--- src/rtl/mant_mul_arbiter_pkg.sv ---
// Shared types and constants for the mantissa-multiplier arbiter.
package mul_arb_pkg;

    localparam int unsigned MANT_W = 24;
    localparam int unsigned PROD_W = 48;
    localparam int unsigned EXC_W  = 3;

    localparam logic [EXC_W-1:0] EXC_NONE    = 3'b000;
    localparam logic [EXC_W-1:0] EXC_TIMEOUT = 3'b111;

    typedef enum logic [1:0] {
        ARB_IDLE,
        ARB_WAIT,
        ARB_RESPOND
    } mul_arb_state_t;

    // Index width that stays at least one bit for degenerate counts.
    function automatic int unsigned idx_width(input int unsigned n);
        return (n > 1) ? $clog2(n) : 1;
    endfunction

endpackage

--- src/rtl/mant_mul_arbiter_rr_pick.sv ---
// Combinational round-robin picker: first set request at/after ptr, wrapping.
module rr_pick
    import mul_arb_pkg::*;
#(
    parameter  int unsigned NUM_REQ = 2,
    localparam int unsigned IDX_W   = idx_width(NUM_REQ)
) (
    input  logic [NUM_REQ-1:0] req,
    input  logic [IDX_W-1:0]   ptr,
    output logic [NUM_REQ-1:0] gnt_c,
    output logic [IDX_W-1:0]   idx_c,
    output logic               any_c
);

    always_comb begin
        int unsigned j;
        gnt_c = '0;
        idx_c = '0;
        any_c = 1'b0;
        j     = 0;
        for (int unsigned i = 0; i < NUM_REQ; i++) begin
            j = 32'(ptr) + i;
            if (j >= NUM_REQ) begin
                j = j - NUM_REQ;
            end
            if (!any_c && req[IDX_W'(j)]) begin
                any_c              = 1'b1;
                gnt_c[IDX_W'(j)]   = 1'b1;
                idx_c              = IDX_W'(j);
            end
        end
    end

endmodule

--- src/rtl/mant_mul_arbiter.sv ---
// Round-robin sequencer sharing one 24x24 mantissa multiplier among NUM_REQ controllers.
// Define MUL_ARB_TIMEOUT_EN to abort a multiplier wait after TIMEOUT_CYCLES with EXC_TIMEOUT.
module mant_mul_arbiter
    import mul_arb_pkg::*;
#(
    parameter int unsigned NUM_REQ        = 2,
    parameter int unsigned TIMEOUT_CYCLES = 64
) (
    input  logic                      CLK,
    input  logic                      RST,
    input  logic [NUM_REQ-1:0]        Req_valid,
    input  logic [NUM_REQ*MANT_W-1:0] Req_datain1,
    input  logic [NUM_REQ*MANT_W-1:0] Req_datain2,
    output logic [NUM_REQ-1:0]        Req_ack,
    output logic [PROD_W-1:0]         Req_dataout,
    output logic [EXC_W-1:0]          Req_exc,
    output logic [MANT_W-1:0]         Multi_datain1,
    output logic [MANT_W-1:0]         Multi_datain2,
    output logic                      Multi_valid,
    input  logic [PROD_W-1:0]         Multi_dataout,
    input  logic [EXC_W-1:0]          Multi_Exc,
    input  logic                      Multi_ack,
    output logic [NUM_REQ-1:0]        Grant,
    output logic                      Busy
);

    localparam int unsigned IDX_W = idx_width(NUM_REQ);

    if (NUM_REQ < 2 || NUM_REQ > 8 || TIMEOUT_CYCLES < 1) begin : g_param_check
        $error("mant_mul_arbiter: NUM_REQ must be 2..8 and TIMEOUT_CYCLES at least 1");
    end

    mul_arb_state_t     state;
    logic [IDX_W-1:0]   rr_ptr;
    logic [IDX_W-1:0]   gnt_idx;
    logic [PROD_W-1:0]  res_q;
    logic [EXC_W-1:0]   exc_q;

    logic [NUM_REQ-1:0] pick_gnt_c;
    logic [IDX_W-1:0]   pick_idx_c;
    logic               pick_any_c;

`ifdef MUL_ARB_TIMEOUT_EN
    localparam int unsigned CNT_W = idx_width(TIMEOUT_CYCLES);
    logic [CNT_W-1:0] tmo_cnt;
`endif

    rr_pick #(
        .NUM_REQ (NUM_REQ)
    ) u_rr_pick (
        .req   (Req_valid),
        .ptr   (rr_ptr),
        .gnt_c (pick_gnt_c),
        .idx_c (pick_idx_c),
        .any_c (pick_any_c)
    );

    // Sequencer: grant, hold operands for the multiplier, then return result for one cycle.
    always_ff @(posedge CLK or posedge RST) begin
        if (RST) begin
            state         <= ARB_IDLE;
            rr_ptr        <= '0;
            gnt_idx       <= '0;
            res_q         <= '0;
            exc_q         <= EXC_NONE;
            Req_ack       <= '0;
            Req_dataout   <= '0;
            Req_exc       <= EXC_NONE;
            Multi_datain1 <= '0;
            Multi_datain2 <= '0;
            Multi_valid   <= 1'b0;
            Grant         <= '0;
            Busy          <= 1'b0;
`ifdef MUL_ARB_TIMEOUT_EN
            tmo_cnt       <= '0;
`endif
        end else begin
            Req_ack     <= '0;
            Req_dataout <= '0;
            Req_exc     <= EXC_NONE;
            unique case (state)
                ARB_IDLE: begin
                    if (pick_any_c) begin
                        gnt_idx       <= pick_idx_c;
                        Grant         <= pick_gnt_c;
                        Multi_datain1 <= Req_datain1[MANT_W*pick_idx_c +: MANT_W];
                        Multi_datain2 <= Req_datain2[MANT_W*pick_idx_c +: MANT_W];
                        Multi_valid   <= 1'b1;
                        Busy          <= 1'b1;
                        state         <= ARB_WAIT;
`ifdef MUL_ARB_TIMEOUT_EN
                        tmo_cnt       <= '0;
`endif
                    end
                end
                ARB_WAIT: begin
                    if (Multi_ack) begin
                        res_q       <= Multi_dataout;
                        exc_q       <= Multi_Exc;
                        Multi_valid <= 1'b0;
                        state       <= ARB_RESPOND;
                    end
`ifdef MUL_ARB_TIMEOUT_EN
                    else if (tmo_cnt == CNT_W'(TIMEOUT_CYCLES - 1)) begin
                        res_q       <= '0;
                        exc_q       <= EXC_TIMEOUT;
                        Multi_valid <= 1'b0;
                        state       <= ARB_RESPOND;
                    end else begin
                        tmo_cnt <= tmo_cnt + CNT_W'(1);
                    end
`endif
                end
                ARB_RESPOND: begin
                    Req_ack     <= Grant;
                    Req_dataout <= res_q;
                    Req_exc     <= exc_q;
                    rr_ptr      <= (gnt_idx == IDX_W'(NUM_REQ - 1)) ? '0 : gnt_idx + IDX_W'(1);
                    Grant       <= '0;
                    Busy        <= 1'b0;
                    state       <= ARB_IDLE;
                end
                default: state <= ARB_IDLE;
            endcase
        end
    end

endmodule

--- config.mk ---
export PLATFORM = sky130hd
export DESIGN_NAME = mant_mul_arbiter
export DESIGN_NICKNAME = d
export VERILOG_FILES = /design/src/rtl/mant_mul_arbiter_pkg.sv /design/src/rtl/mant_mul_arbiter_rr_pick.sv /design/src/rtl/mant_mul_arbiter.sv
export SDC_FILE = /design/constraint.sdc
export NUM_CORES = 1
export LEC_CHECK = 0
export CAP_MARGIN = 20
export CORE_UTILIZATION = 38
export CTS_CLUSTER_DIAMETER = 30
export DETAILED_ROUTE_END_ITERATION = 10
export PLACE_DENSITY = 0.76
export SKIP_LAST_GASP = 1
export SYNTH_ARGS = -nofsm -noshare
export SYNTH_HDL_FRONTEND = slang
export SYNTH_SLANG_ARGS = --single-unit
export TNS_END_PERCENT = 20
--- constraint.sdc ---
create_clock -name CLK -period 5.4 [get_ports CLK]
set_input_delay 0.81 -clock CLK [delete_from_list [all_inputs] [get_ports CLK]]
set_output_delay 0.81 -clock CLK [all_outputs]
set_load 0.02 [all_outputs]
* Word level (Yosys, flattened, before mapping)
Index checks and enable logic that the tools add are counted.
** Operators by class
- $add $sub $neg :: 4
- Multipliers :: 1
- Div/mod/pow operators :: 0
- Magnitude comparators :: 6
- Eq/ne operators :: 4
- Shift-type cells :: 2
- Mux-type cells :: 29
- Bitwise gates (word level) :: 1
- Reductions and logical operators :: 12
** Operators with widths (count)
- $shiftx A48 B7 Y24 :: 2
- $mux W48 :: 1
- $mux W1 :: 15
- $mux W2 :: 6
- $pmux W2 S2 :: 2
- $reduce_and A2 Y1 :: 4
- $lt A1 B2 Y1 const B :: 2
- $ne A2 B2 Y1 const B :: 2
- $pmux W1 S2 :: 2
- $reduce_bool A2 Y1 :: 2
- $logic_and A1 B1 Y1 :: 3
- $mul A2 B1 Y3 const A :: 1
- $mux W3 :: 1
- $reduce_and A3 Y1 :: 1
- $add A1 B1 Y2 const B :: 1
- $demux W1 S1 :: 2
- $eq A2 B1 Y1 const B :: 1
- $eq A2 B2 Y1 const B :: 1
- $ge A1 B1 Y1 const B :: 2
- $ge A1 B2 Y1 const B :: 1
- $ge A2 B2 Y1 const B :: 1
- $logic_not A2 Y1 :: 1
- $or A2 B2 Y2 :: 1
- $sub A1 B1 Y1 const B :: 2
- 2 further kinds :: 2
** Word-level totals
- Register bits :: 160
- Latch bits :: 0
- RAM bits :: 0
- Bits in read-only memories :: 0
- Input port bits :: 152
- Output and inout bits :: 105
- Word-level logic and storage cells :: 72
- Memories :: 0

* Longest topological paths before layout
Gate-level depths: netlist of the first run.
- Depth after elaboration :: 11
- Mapped depth :: 6

* Cells and area by module
From an unflattened synthesis of the first run, not the netlist that was laid out.
** Unflattened totals
- Cell total of the unflattened synthesis :: 406
- Area total of the unflattened synthesis :: 6334.8 um^2
** Modules (own cells, without submodules)
- mant_mul_arbiter :: instances 1, cells an instance 401, area each 6302.3 um^2, seq. area each 4003.8 um^2
- rr_pick :: instances 1, cells an instance 5, area each 32.5 um^2, seq. area each 0.0 um^2

* Worst setup path after synthesis of the first run
Ideal clock, no wire load.
- Kind :: input to register
- From :: in Req_valid[1]
- To :: reg Multi_datain2[0]
- Setup time :: 0.126 ns
- Data arrival time :: 1.695 ns
- Required time :: 5.274 ns
- Setup slack :: 3.579 ns
- Stages :: 6
- Path buffers :: 3
- Path through :: nand2_1 -> and3_1 -> clkbuf_1 -> buf_6 -> buf_6 -> a221o_1
** On the way
- Word-level cells in the longest chain between the ends :: 8
** RTL lines
- from (decl) :: line mant_mul_arbiter.sv:11 : input logic [NUM_REQ-1:0] Req_valid,
- $mux W1 (implied by the code) (2 in a row) :: line mant_mul_arbiter_rr_pick.sv:26 : if (!any_c && req[IDX_W'(j)]) begin
- $mux W1 :: line mant_mul_arbiter_rr_pick.sv:26
- $logic_not A1 Y1 :: line mant_mul_arbiter_rr_pick.sv:26
- $logic_and A1 B1 Y1 :: line mant_mul_arbiter_rr_pick.sv:26
- $mux W1 :: line mant_mul_arbiter_rr_pick.sv:26
- $mul A2 B1 Y3 :: line mant_mul_arbiter.sv:87 : Multi_datain2 <= Req_datain2[MANT_W*pick_idx_c +: MANT_W];
- $shiftx A48 B7 Y24 :: line mant_mul_arbiter.sv:87
- to (signal assigned) :: line mant_mul_arbiter.sv:87
- to (decl) :: line mant_mul_arbiter.sv:18 : output logic [MANT_W-1:0] Multi_datain2,
Parallel ways exist; a longest one is shown, timed or not. The select of a mux whose other input is x is not followed.
A chain may end at the register's enable or synchronous reset.

* Worst setup path in the final report of the first run
- From :: reg Grant[0]
- To :: out Grant[0]
** RTL lines
- from (decl) :: line mant_mul_arbiter.sv:23 : output logic [NUM_REQ-1:0] Grant,
- from (signal assigned) :: line mant_mul_arbiter.sv:85 : Grant <= pick_gnt_c;
No word-level cell between the ends.

==> results of run 1 <==
[worst paths after layout]
kind / cells past startpoint / slack, ns / endpoint
setup reg to reg: 3 / 3.46 / Multi_datain2[6]
setup / recovery: 1 / 3.16 / Grant[0]
max in group asynchronous: 3 / 3.41 / Req_dataout[17]
min in group asynchronous: 2 / 0.84 / res_q[11]
hold reg to reg: 1 / 0.47 / rr_ptr
hold / removal: 1 / 0.47 / rr_ptr
[layout by cell type (no fill, tap or decap), drive strengths merged, types with 3 or more instances in the layout]
cell           count
a221o             48
and2              53
buf                5
clkbuf            20
clkdlybuf4s50    256
clkinv             4
dfrtp            160
inv                6
mux2              51
nand2              6
nand2b             3
o21a              48
o21ai              3
[metrics by stage]
stage	utilization [%]	setup slack, ns	area, um^2
floorplan	-	0.270	6040
finish	60.7	3.16	9330
global route	60.7	3.08	9330
detailed placement	56.9	2.77	8750
global placement	56.9	2.85	8750
CTS	60.5	3.12	9310
[final cells by class]
cell class	count	area share [%]
Inverter	2	0.134
Multi-Input combinational cell	222	20.1
Clock inverter	11	1.14
Tap cell	211	2.83
Timing Repair Buffer	261	28.1
Sequential cell	160	42.9
Clock buffer	20	4.79
[layer usage]
layer / GRT usage, % / part of all wire [%] / vias up
met3: 10.1 / 11 / 15
met1: 22.4 / 39 / 2241
li1: - / - / 1992
met5: 0 / 0 / -
met4: 5.67 / 1.0 / 0
met2: 33.1 / 48 / 190
[cells by family (layout without fill, tap and decap cells)]
| family | count (synthesis) | count (layout) | share of synthesized area, % |
|---|---|---|---|
| flops | 160 | 160 | 66.3 |
| compound gates | 102 | 102 | 14.6 |
| simple gates | 69 | 69 | 6.83 |
| mux | 51 | 51 | 9.50 |
| buf+inv | 34 | 294 | 2.84 |
[flip-flops by register name, indices dropped and copies added, names as in the netlist]
| register | count |
|---|---|
| Req_dataout | 48 |
| res_q | 48 |
| Multi_datain1 | 24 |
| Multi_datain2 | 24 |
| Req_exc | 3 |
| exc_q | 3 |
| Grant | 2 |
| Req_ack | 2 |
| state | 2 |
| Busy | 1 |
| Multi_valid | 1 |
| gnt_idx | 1 |
| rr_ptr | 1 |
[power breakdown]
part / total (uW) / switching, uW / internal [uW]
logic: 1910 / 884 / 1030
clock network: 1140 / 488 / 650
registers: 1890 / 228 / 1660
total: 4940 / 1600 / 3340
==> metrics.md, run 1 <==
| Metric | Value |
|---|---|
| Initial core utilization | 39.3% |
| CP startpoint kind | register |
| Fin cells | between 800 and 900 |
| Area of the multi-input gates | approximately 1900 um^2 |
| Largest net degree at the start of global routing | between 60 and 70 |
| Site Rows | 45 |
| H-tree depth | 4 |
| ANT nets after route | 0 |
| RD Place Congestion | about 0.74 |
| Core area | 15400 um^2 |
| Total power | roughly 5000 uW |
| Finish-stage setup viols | 0 |
| Sequential cell area | 4000 um^2 |
| Avg Cell Area, Syn | ~15 um^2 |
| Top cells by area, synth | dfrtp_1 (66%), mux2_2 (9.5%), a221o_1 (8.0%) |
| Commonest cells in the netlist | dfrtp_1 (160), and2_1 (53), mux2_2 (51) |
| RR Startpoint | state[0] |
| Max Fclk | 0.446 GHz |
| CTS sink count | between 150 and 200 |
| Post-Route WL | approximately 16000 um |
| Global-route wire length before repair | 24700 um |
| Clock Latency Late Sink | between 0.4 and 0.5 ns |
| Area leader, netlist | dfrtp_1 |
| Buffers added on ports | between 200 and 300 |
| Root Driver | clkbuf_16 |
| Synth top area share | approximately 66% |
| HPWL Detailed | about 11000 um |
| Gr ovfl total | 0 |
| Post-Synthesis Cells | about 420 |
| Critical-path top delay cell | clkdlybuf4s50_1 |
| Final critical-path required period | ~2.2 ns |
| DIE HEIGHT | between 100 and 150 um |
| # Post-CTS Setup Buffers | 0 |
| Die Area | between 15000 and 20000 um^2 |
| Critical hold path startpoint | gnt_idx |
| Buf/Inv on CP | 1 |
| Setup repair after global routing missed its margin | false |
| Post-synthesis sequential area ratio | between 60% and 70% |
| IO Count | 257 |
| Initial antenna violation count | 0 |
| P per Cell Area | 530 nW/um^2 |
| Dpl cells | 855 |
| CP max stage delay | approximately 0.64 ns |
| Synth unique cells | 21 |
| Crit path cell chain | clkdlybuf4s50_1 |
| Final clock skew | roughly 0.006 ns |
| Most frequent cell after synthesis | dfrtp_1 |
| NumNets Final | between 800 and 900 |
| CP Class | reg -> out |
| CP endpoint kind | output port |
| Synthesis Warnings | 0 |
| Maximum vdd ir drop | around 0.28 mV |
| Number of vias in the routed layout | approximately 4.4k |
| Post-route clock period utilization | 41.6% |
| EDFF count, synth | 0 |
| First-pass DRT Iterations | 5 |
| Worst EP required | 4.59 ns |
| Clock Path Buffers | 2 |
| Net count after synthesis | between 500 and 600 |
| Vias in the first global route | about 4.8k |
| Worst-margin pin slew | roughly 1 ns |
| Min Hold Slack | ~0.47 ns |
| Arrival time worst endpoint | roughly 1.4 ns |
| Pleak | approximately 0.004 uW |
| Area Overhead vs Synth | 54.5% |
| Reg clk slew, reported paths | 0.06 ns |
| CP Launch Point | Grant[0] |
| Post-cts sizing count | 0 |
| CP delay by family, top | buffers and inverters |
| Post-synthesis register bit count | between 150 and 200 |
| Critical path peak fanout | 3 |
| GRT Total Usage | 19.9% |
| Final hold vios | 0 |
| Initial DRC Count | 193 |
| Synthesized area | between 6000 and 7000 um^2 |
| Final Max Slew Viols | 0 |
| Status | finished clean |
| Slew margin rel. | between 30 and 40% |
| CTS Buf Count | 17 |
| Share of cells above drive strength 1 | about 14% |
| Async SR Flop Fraction | 100% |
| Average wire per standard cell | 17.9 um |
| Hold_buf cts | 0 |
| Die Wd | 128 um |
| Top FF cell, synth | dfrtp_1 |
| Diodes inserted | 0 |
| Max-Cap Viols | 0 |
| # fillers | about 1.2k |
| TritonCTS clock tree | built |
| Avg Vias per Cell | around 5.0 |
| Fin Setup TNS | 0 ns |
| DRC | 0 |
| Worst min-delay path category | reg -> reg |
(Power assumes the default switching activity.)
==> inputs of run 2 (changes only) <==
clock period = 1.9 ns   (was 5.4 ns; I/O delays follow)
==> metrics.md, run 2 (synthesis gave the netlist of run 1 again) <==
| Metric | Value |
|---|---|
| Max-Cap Viols | 0 (unchanged) |
| Initial core utilization | 39.3% (unchanged) |
| Die Wd | 128 um (unchanged) |
| First-pass DRT Iterations | 4 (-1) |
| ANT nets after route | 0 (unchanged) |
| DRC | 0 (unchanged) |
| CP max stage delay | 0.64 ns (about the same) |
| CP startpoint kind | register |
| Clock Latency Late Sink | 0.41 ns (about the same) |
| CP Class | reg -> out |
| HPWL Detailed | 11300 um (+4.7%) |
| Post-route clock period utilization | around nine tenths |
| Largest registers | Req_dataout (48), res_q (48) |
| # Post-CTS Setup Buffers | 0 (unchanged) |
| Initial antenna violation count | 0 (unchanged) |
| Sequential cell area | 4000 um^2 (unchanged) |
| IO Count | 257 (unchanged) |
| Slew margin rel. | 67.0% (+33 points) |
| Finish-stage setup viols | 0 (unchanged) |
| Status | finished clean |
| Vias in the first global route | 4909 (+2.5%) |
| Worst min-delay path category | in -> async |
| WP depth | 1 (unchanged) |
| Core area | 15400 um^2 (unchanged) |
| Average wire per standard cell | 17.7 um (-0.61%) |
| Number of vias in the routed layout | 4453 (+0.34%) |
| Final critical-path required period | roughly 1.7 ns |
| P per Cell Area | 1510 nW/um^2 (+180%) |
| Commonest non-fill, non-tap cell in the layout | clkdlybuf4s50_1 |
| Critical-path top delay cell | clkdlybuf4s50_1 |
| Critical path peak fanout | 3 (unchanged) |
| Maximum vdd ir drop | 0.822 mV (+200%) |
| Initial DRC Count | 166 (-14%) |
| Worst Setup EP | Grant[0] |
| CP delay by family, top | buffers and inverters |
| NumNets Final | 827 (+1.3%) |
| Worst R2R Setup Slack | 0.31 ns (-3.15 ns) |
| Arrival time worst endpoint | 1.43 ns (about the same) |
| Reg clk slew, reported paths | 0.06 ns (about the same) |
| Finished Core Util | 62.0% (+1.2 points) |
| Pleak | 0.00410 uW (+2.2%) |
| Worst Reg-to-Reg Cells | 4 (+1) |
| Post-Route WL | 16000 um (+0.73%) |
| Crit path cell chain | clkdlybuf4s50_1 |
| Diodes inserted | 0 (unchanged) |
| Hold_buf cts | 0 (unchanged) |
| Largest net degree at the start of global routing | 54 (-17%) |
| Share of cells above drive strength 1 | 15.6% (+1.8 points) |
| Pre-CTS setup slack | 0.0381 ns (-2.74 ns) |
| Buf/Inv on CP | 1 (unchanged) |
| Total power | 14400 uW (+190%) |
| Post-cts sizing count | 0 (unchanged) |
| Area of the multi-input gates | 1880 um^2 (unchanged) |
| Critical register-to-register path endpoint | Multi_datain2[4] |
| Max Fclk | between 0.5 and 0.6 GHz |
| Final Max Slew Viols | 0 (unchanged) |
| Worst EP required | 1.62 ns (-2.97 ns) |
| CTS Buf Count | 17 (unchanged) |
| Fin Setup TNS | 0 ns (unchanged) |
| Min Hold Slack | 0.111 ns (-0.359 ns) |
| CP Launch Point | Grant[0] |
| Buffers added on ports | 256 (unchanged) |
| Final hold vios | 0 (unchanged) |
| Gr ovfl total | 0 (unchanged) |
| DIE HEIGHT | 128 um (unchanged) |
| Die Area | 16400 um^2 (unchanged) |
| H-tree depth | 4 (unchanged) |
| Setup slack after layout | 0.186 ns (-2.97 ns) |
| CP endpoint kind | output port |
| Root Driver | clkbuf_16 |
| # fillers | 1193 (-3.5%) |
| Setup repair after global routing missed its margin | false |
| Worst-margin pin slew | 0.494 ns (-0.493 ns) |
| Most frequent cells in the layout | clkdlybuf4s50_1 (256), dfrtp_1 (160), and2_1 (53), mux2_2 (51) |
| Final clock skew | 0.00858 ns (+0.00258 ns) |
| Avg Vias per Cell | 4.95 (-1.0%) |
| TritonCTS clock tree | built |
| Global-route wire length before repair | 25100 um (+1.7%) |
| RD Place Congestion | 0.768 (+4.4%) |
| Clock Path Buffers | 2 (unchanged) |
| Site Rows | 45 (unchanged) |
| GRT Total Usage | 20.0% (+0.14 points) |
| Area Overhead vs Synth | 57.6% |
| RR Startpoint | state[0] |
| CTS sink count | 160 (unchanged) |
## run 2: cell types whose count changed in the layout (fill, tap and decap cells not counted)
| cell | delta |
|---|---|
| clkinv_2 | -1 |
| inv_8 | +1 |
| clkbuf_1 | -2 |
| clkbuf_8 | +1 |
| buf_12 | +8 |
| clkinvlp_4 | +2 |
| buf_16 | -1 |
| clkinv_4 | +1 |
| buf_4 | +4 |
| inv_6 | -1 |
## run 2: cell type report
cell class / instances / share of cell area (%)
inverters: 2 / 0.118
flip-flops and latches: 160 / 42.0
clock inverters: 13 / 1.35
multi-input cells: 222 / 19.7
repair buffers: 272 / 29.2
clock buffers: 19 / 4.76
well taps: 211 / 2.77
## run 2: per-layer routing
layer / routed length, um / GRT usage (%) / vias to the layer above
li1: - / - / 2014
met1: 6160 / 21.9 / 2240
met2: 7840 / 33.5 / 185
met3: 1780 / 10.4 / 14
met4: 178 / 6.51 / 0
met5: 0 / 0 / -
## run 2: power breakdown
group	internal (uW)	switching [uW]	total, uW	leakage [uW]
combinational	3090	2560	5650	0.00180
sequential	4730	656	5390	0.00202
clock	1900	1410	3320	0.000280
## run 2: through the flow
| stage | cell area (um^2) | std cells |
|---|---|---|
| 6_report | 9520 | 899 |
| 5_1_grt | 9520 | 899 |
| 4_1_cts | 9520 | 899 |
| 3_5_place_dp | 8940 | 867 |
| 3_3_place_gp | 8940 | 867 |
| 2_1_floorplan | 6050 | 416 |
## run 2: worst min-delay path by stage
stage	start	end	slack (ns)
global placement	res_q[7]	Req_dataout[7]	0.45
CTS	RST	Req_dataout[6]	0.09
finish	RST	Req_dataout[6]	0.11
floorplan	Multi_ack	state[0]	0.39
global route	RST	Req_dataout[6]	0.10
detailed placement	res_q[34]	Req_dataout[34]	0.46
==> inputs of run 3 (changes only) <==
PLACE_DENSITY = unset   (was 0.76)
PLACE_DENSITY_LB_ADDON = 0.15   (was unset)
==> metrics.md, run 3 (synthesis gave the netlist of run 1 again) <==
| Metric | Value |
|---|---|
| Busiest grt layer | met2 |
| RR Startpoint | state[0] |
| Critical register-to-register path endpoint | Multi_datain1[22] |
| NumNets Final | 825 (-0.24%) |
| Hold_buf cts | 0 (unchanged) |
| CP Launch Point | Grant[0] |
| Largest registers | Req_dataout (48), res_q (48) |
| Initial DRC Count | 151 (-9.0%) |
| Met3 Use GR | 9.39% (-1.0 points) |
| Maximum vdd ir drop | 0.779 mV (-5.2%) |
| DIE HEIGHT | 128 um (unchanged) |
| Site Rows | 45 (unchanged) |
| # Post-CTS Setup Buffers | 0 (unchanged) |
| Share of cells above drive strength 1 | 15.0% (-0.54 points) |
| Final hold vios | 0 (unchanged) |
| Core area | 15400 um^2 (unchanged) |
| CP endpoint kind | output port |
| HPWL Detailed | 10700 um (-5.3%) |
| Critical-path top delay cell | clkdlybuf4s50_1 |
| Arrival time worst endpoint | 1.43 ns (about the same) |
| Largest net degree at the start of global routing | 68 (+26%) |
| Diodes inserted | 0 (unchanged) |
| Number of vias in the routed layout | 4403 (-1.1%) |
| Clock Latency Late Sink | 0.42 ns (about the same) |
| First-pass DRT Iterations | 4 (unchanged) |
| Post-Route WL | 15600 um (-2.4%) |
| Die Wd | 128 um (unchanged) |
| Worst min-delay path category | in -> async |
| CTS Buf Count | 17 (unchanged) |
| Worst R2R Setup Slack | 0.35 ns (+0.04 ns) |
| Global-route wire length before repair | 24600 um (-2.1%) |
| Most frequent cells in the layout | clkdlybuf4s50_1 (256), dfrtp_1 (160), and2_1 (53), mux2_2 (51) |
| DRC | 0 (unchanged) |
| CTS sink count | 160 (unchanged) |
| Initial core utilization | 39.3% (unchanged) |
| H-tree depth | 4 (unchanged) |
| Met1 global-route usage | 21.0% (-0.96 points) |
| Setup repair after global routing missed its margin | false |
| P per Cell Area | 1500 nW/um^2 (-0.37%) |
| Worst Setup EP | Grant[0] |
| Pleak | 0.00409 uW (-0.16%) |
| ANT nets after route | 0 (unchanged) |
| Final clock skew | 0.0102 ns (+0.00163 ns) |
| # fillers | 1198 (+0.42%) |
| Crit path cell chain | clkdlybuf4s50_1 |
| Max Fclk | 0.582 GHz (-0.19%) |
| CP Class | reg -> out |
| GR Util met2 | 34.5% (+1.1 points) |
| Clock Path Buffers | 2 (unchanged) |
| Post-route clock period utilization | 90.4% (+0.17 points) |
| Post-cts sizing count | 0 (unchanged) |
| Final critical-path required period | 1.72 ns (+0.00324 ns) |
| Slew margin rel. | 69.6% (+2.5 points) |
| Root Driver | clkbuf_16 |
| Total power | 14300 uW (-0.65%) |
| Avg Vias per Cell | 4.91 (-0.90%) |
| Min Hold Slack | 0.363 ns (+0.252 ns) |
| Reg clk slew, reported paths | 0.06 ns (about the same) |
| Worst EP required | 1.62 ns (about the same) |
| Max-Cap Viols | 0 (unchanged) |
| Status | finished clean |
| Area Overhead vs Synth | 57.2% |
| Buf/Inv on CP | 1 (unchanged) |
| Final Max Slew Viols | 0 (unchanged) |
| CP startpoint kind | register |
| Die Area | 16400 um^2 (unchanged) |
| Gr ovfl total | 0 (unchanged) |
| WP depth | 1 (unchanged) |
| Finish-stage setup viols | 0 (unchanged) |
| Buffers added on ports | 256 (unchanged) |
| Worst Reg-to-Reg Cells | 4 (unchanged) |
| GRT Total Usage | 19.8% (-0.18 points) |
| Commonest non-fill, non-tap cell in the layout | clkdlybuf4s50_1 |
| Average wire per standard cell | 17.4 um (-2.2%) |
| Critical path peak fanout | 3 (unchanged) |
| RD Place Congestion | 0.728 (-5.2%) |
| CP delay by family, top | buffers and inverters |
| Worst-margin pin slew | 0.457 ns (-0.0378 ns) |
| Initial antenna violation count | 0 (unchanged) |
| CP max stage delay | 0.65 ns (about the same) |
| TritonCTS clock tree | built |
| Vias in the first global route | 4692 (-4.4%) |
| IO Count | 257 (unchanged) |
-- run 3: cell type report --
cell class | count | area [um^2] | area share, %
Sequential cell | 160 | 4000 | 42.2
Timing Repair Buffer | 270 | 2760 | 29.0
Multi-Input combinational cell | 222 | 1890 | 19.9
Clock buffer | 20 | 457 | 4.81
Tap cell | 211 | 264 | 2.78
Clock inverter | 12 | 121 | 1.28
Inverter | 2 | 11.3 | 0.119
-- run 3: where the power goes --
part / internal, uW / leakage [uW] / switching (uW)
clock network: 1900 / 0.000288 / 1410
logic: 3080 / 0.00179 / 2530
registers: 4730 / 0.00202 / 612
-- run 3: worst min path at each step --
| stage | startpoint | endpoint | cells after the start |
|---|---|---|---|
| after global placement | gnt_idx | rr_ptr | 1 |
| after global routing | RST | Req_dataout[4] | 3 |
| after floorplan | Multi_ack | state[0] | 1 |
| after CTS | RST | Req_dataout[5] | 3 |
| final | RST | Req_dataout[4] | 3 |
| after detailed placement | res_q[13] | Req_dataout[13] | 1 |
-- run 3: worst min-delay path, cell delays in order --
cell             delay, ns
clkdlybuf4s50_1       0.45
clkinvlp_4            0.14
buf_12                0.29
-- run 3: per-layer routing --
layer	share of wire, %	wire length [um]	vias up
met5	0	0	-
met4	1.5	241	0
met3	11	1700	19
met2	50	7800	174
met1	38	5840	2185
li1	-	-	2025
-- run 3: metrics by stage --
stage | instances | setup TNS, ns | util [%] | area (um^2) | setup slack, ns
global placement | 864 | -6.41 | 57.9 | 8900 | -0.154
CTS | 896 | 0 | 61.7 | 9480 | 0.133
floorplan | 416 | -66.21 | - | 6050 | -0.414
global route | 897 | 0 | 61.8 | 9500 | 0.130
detailed placement | 864 | -7.87 | 57.9 | 8900 | -0.187
finish | 897 | 0 | 61.8 | 9500 | 0.182
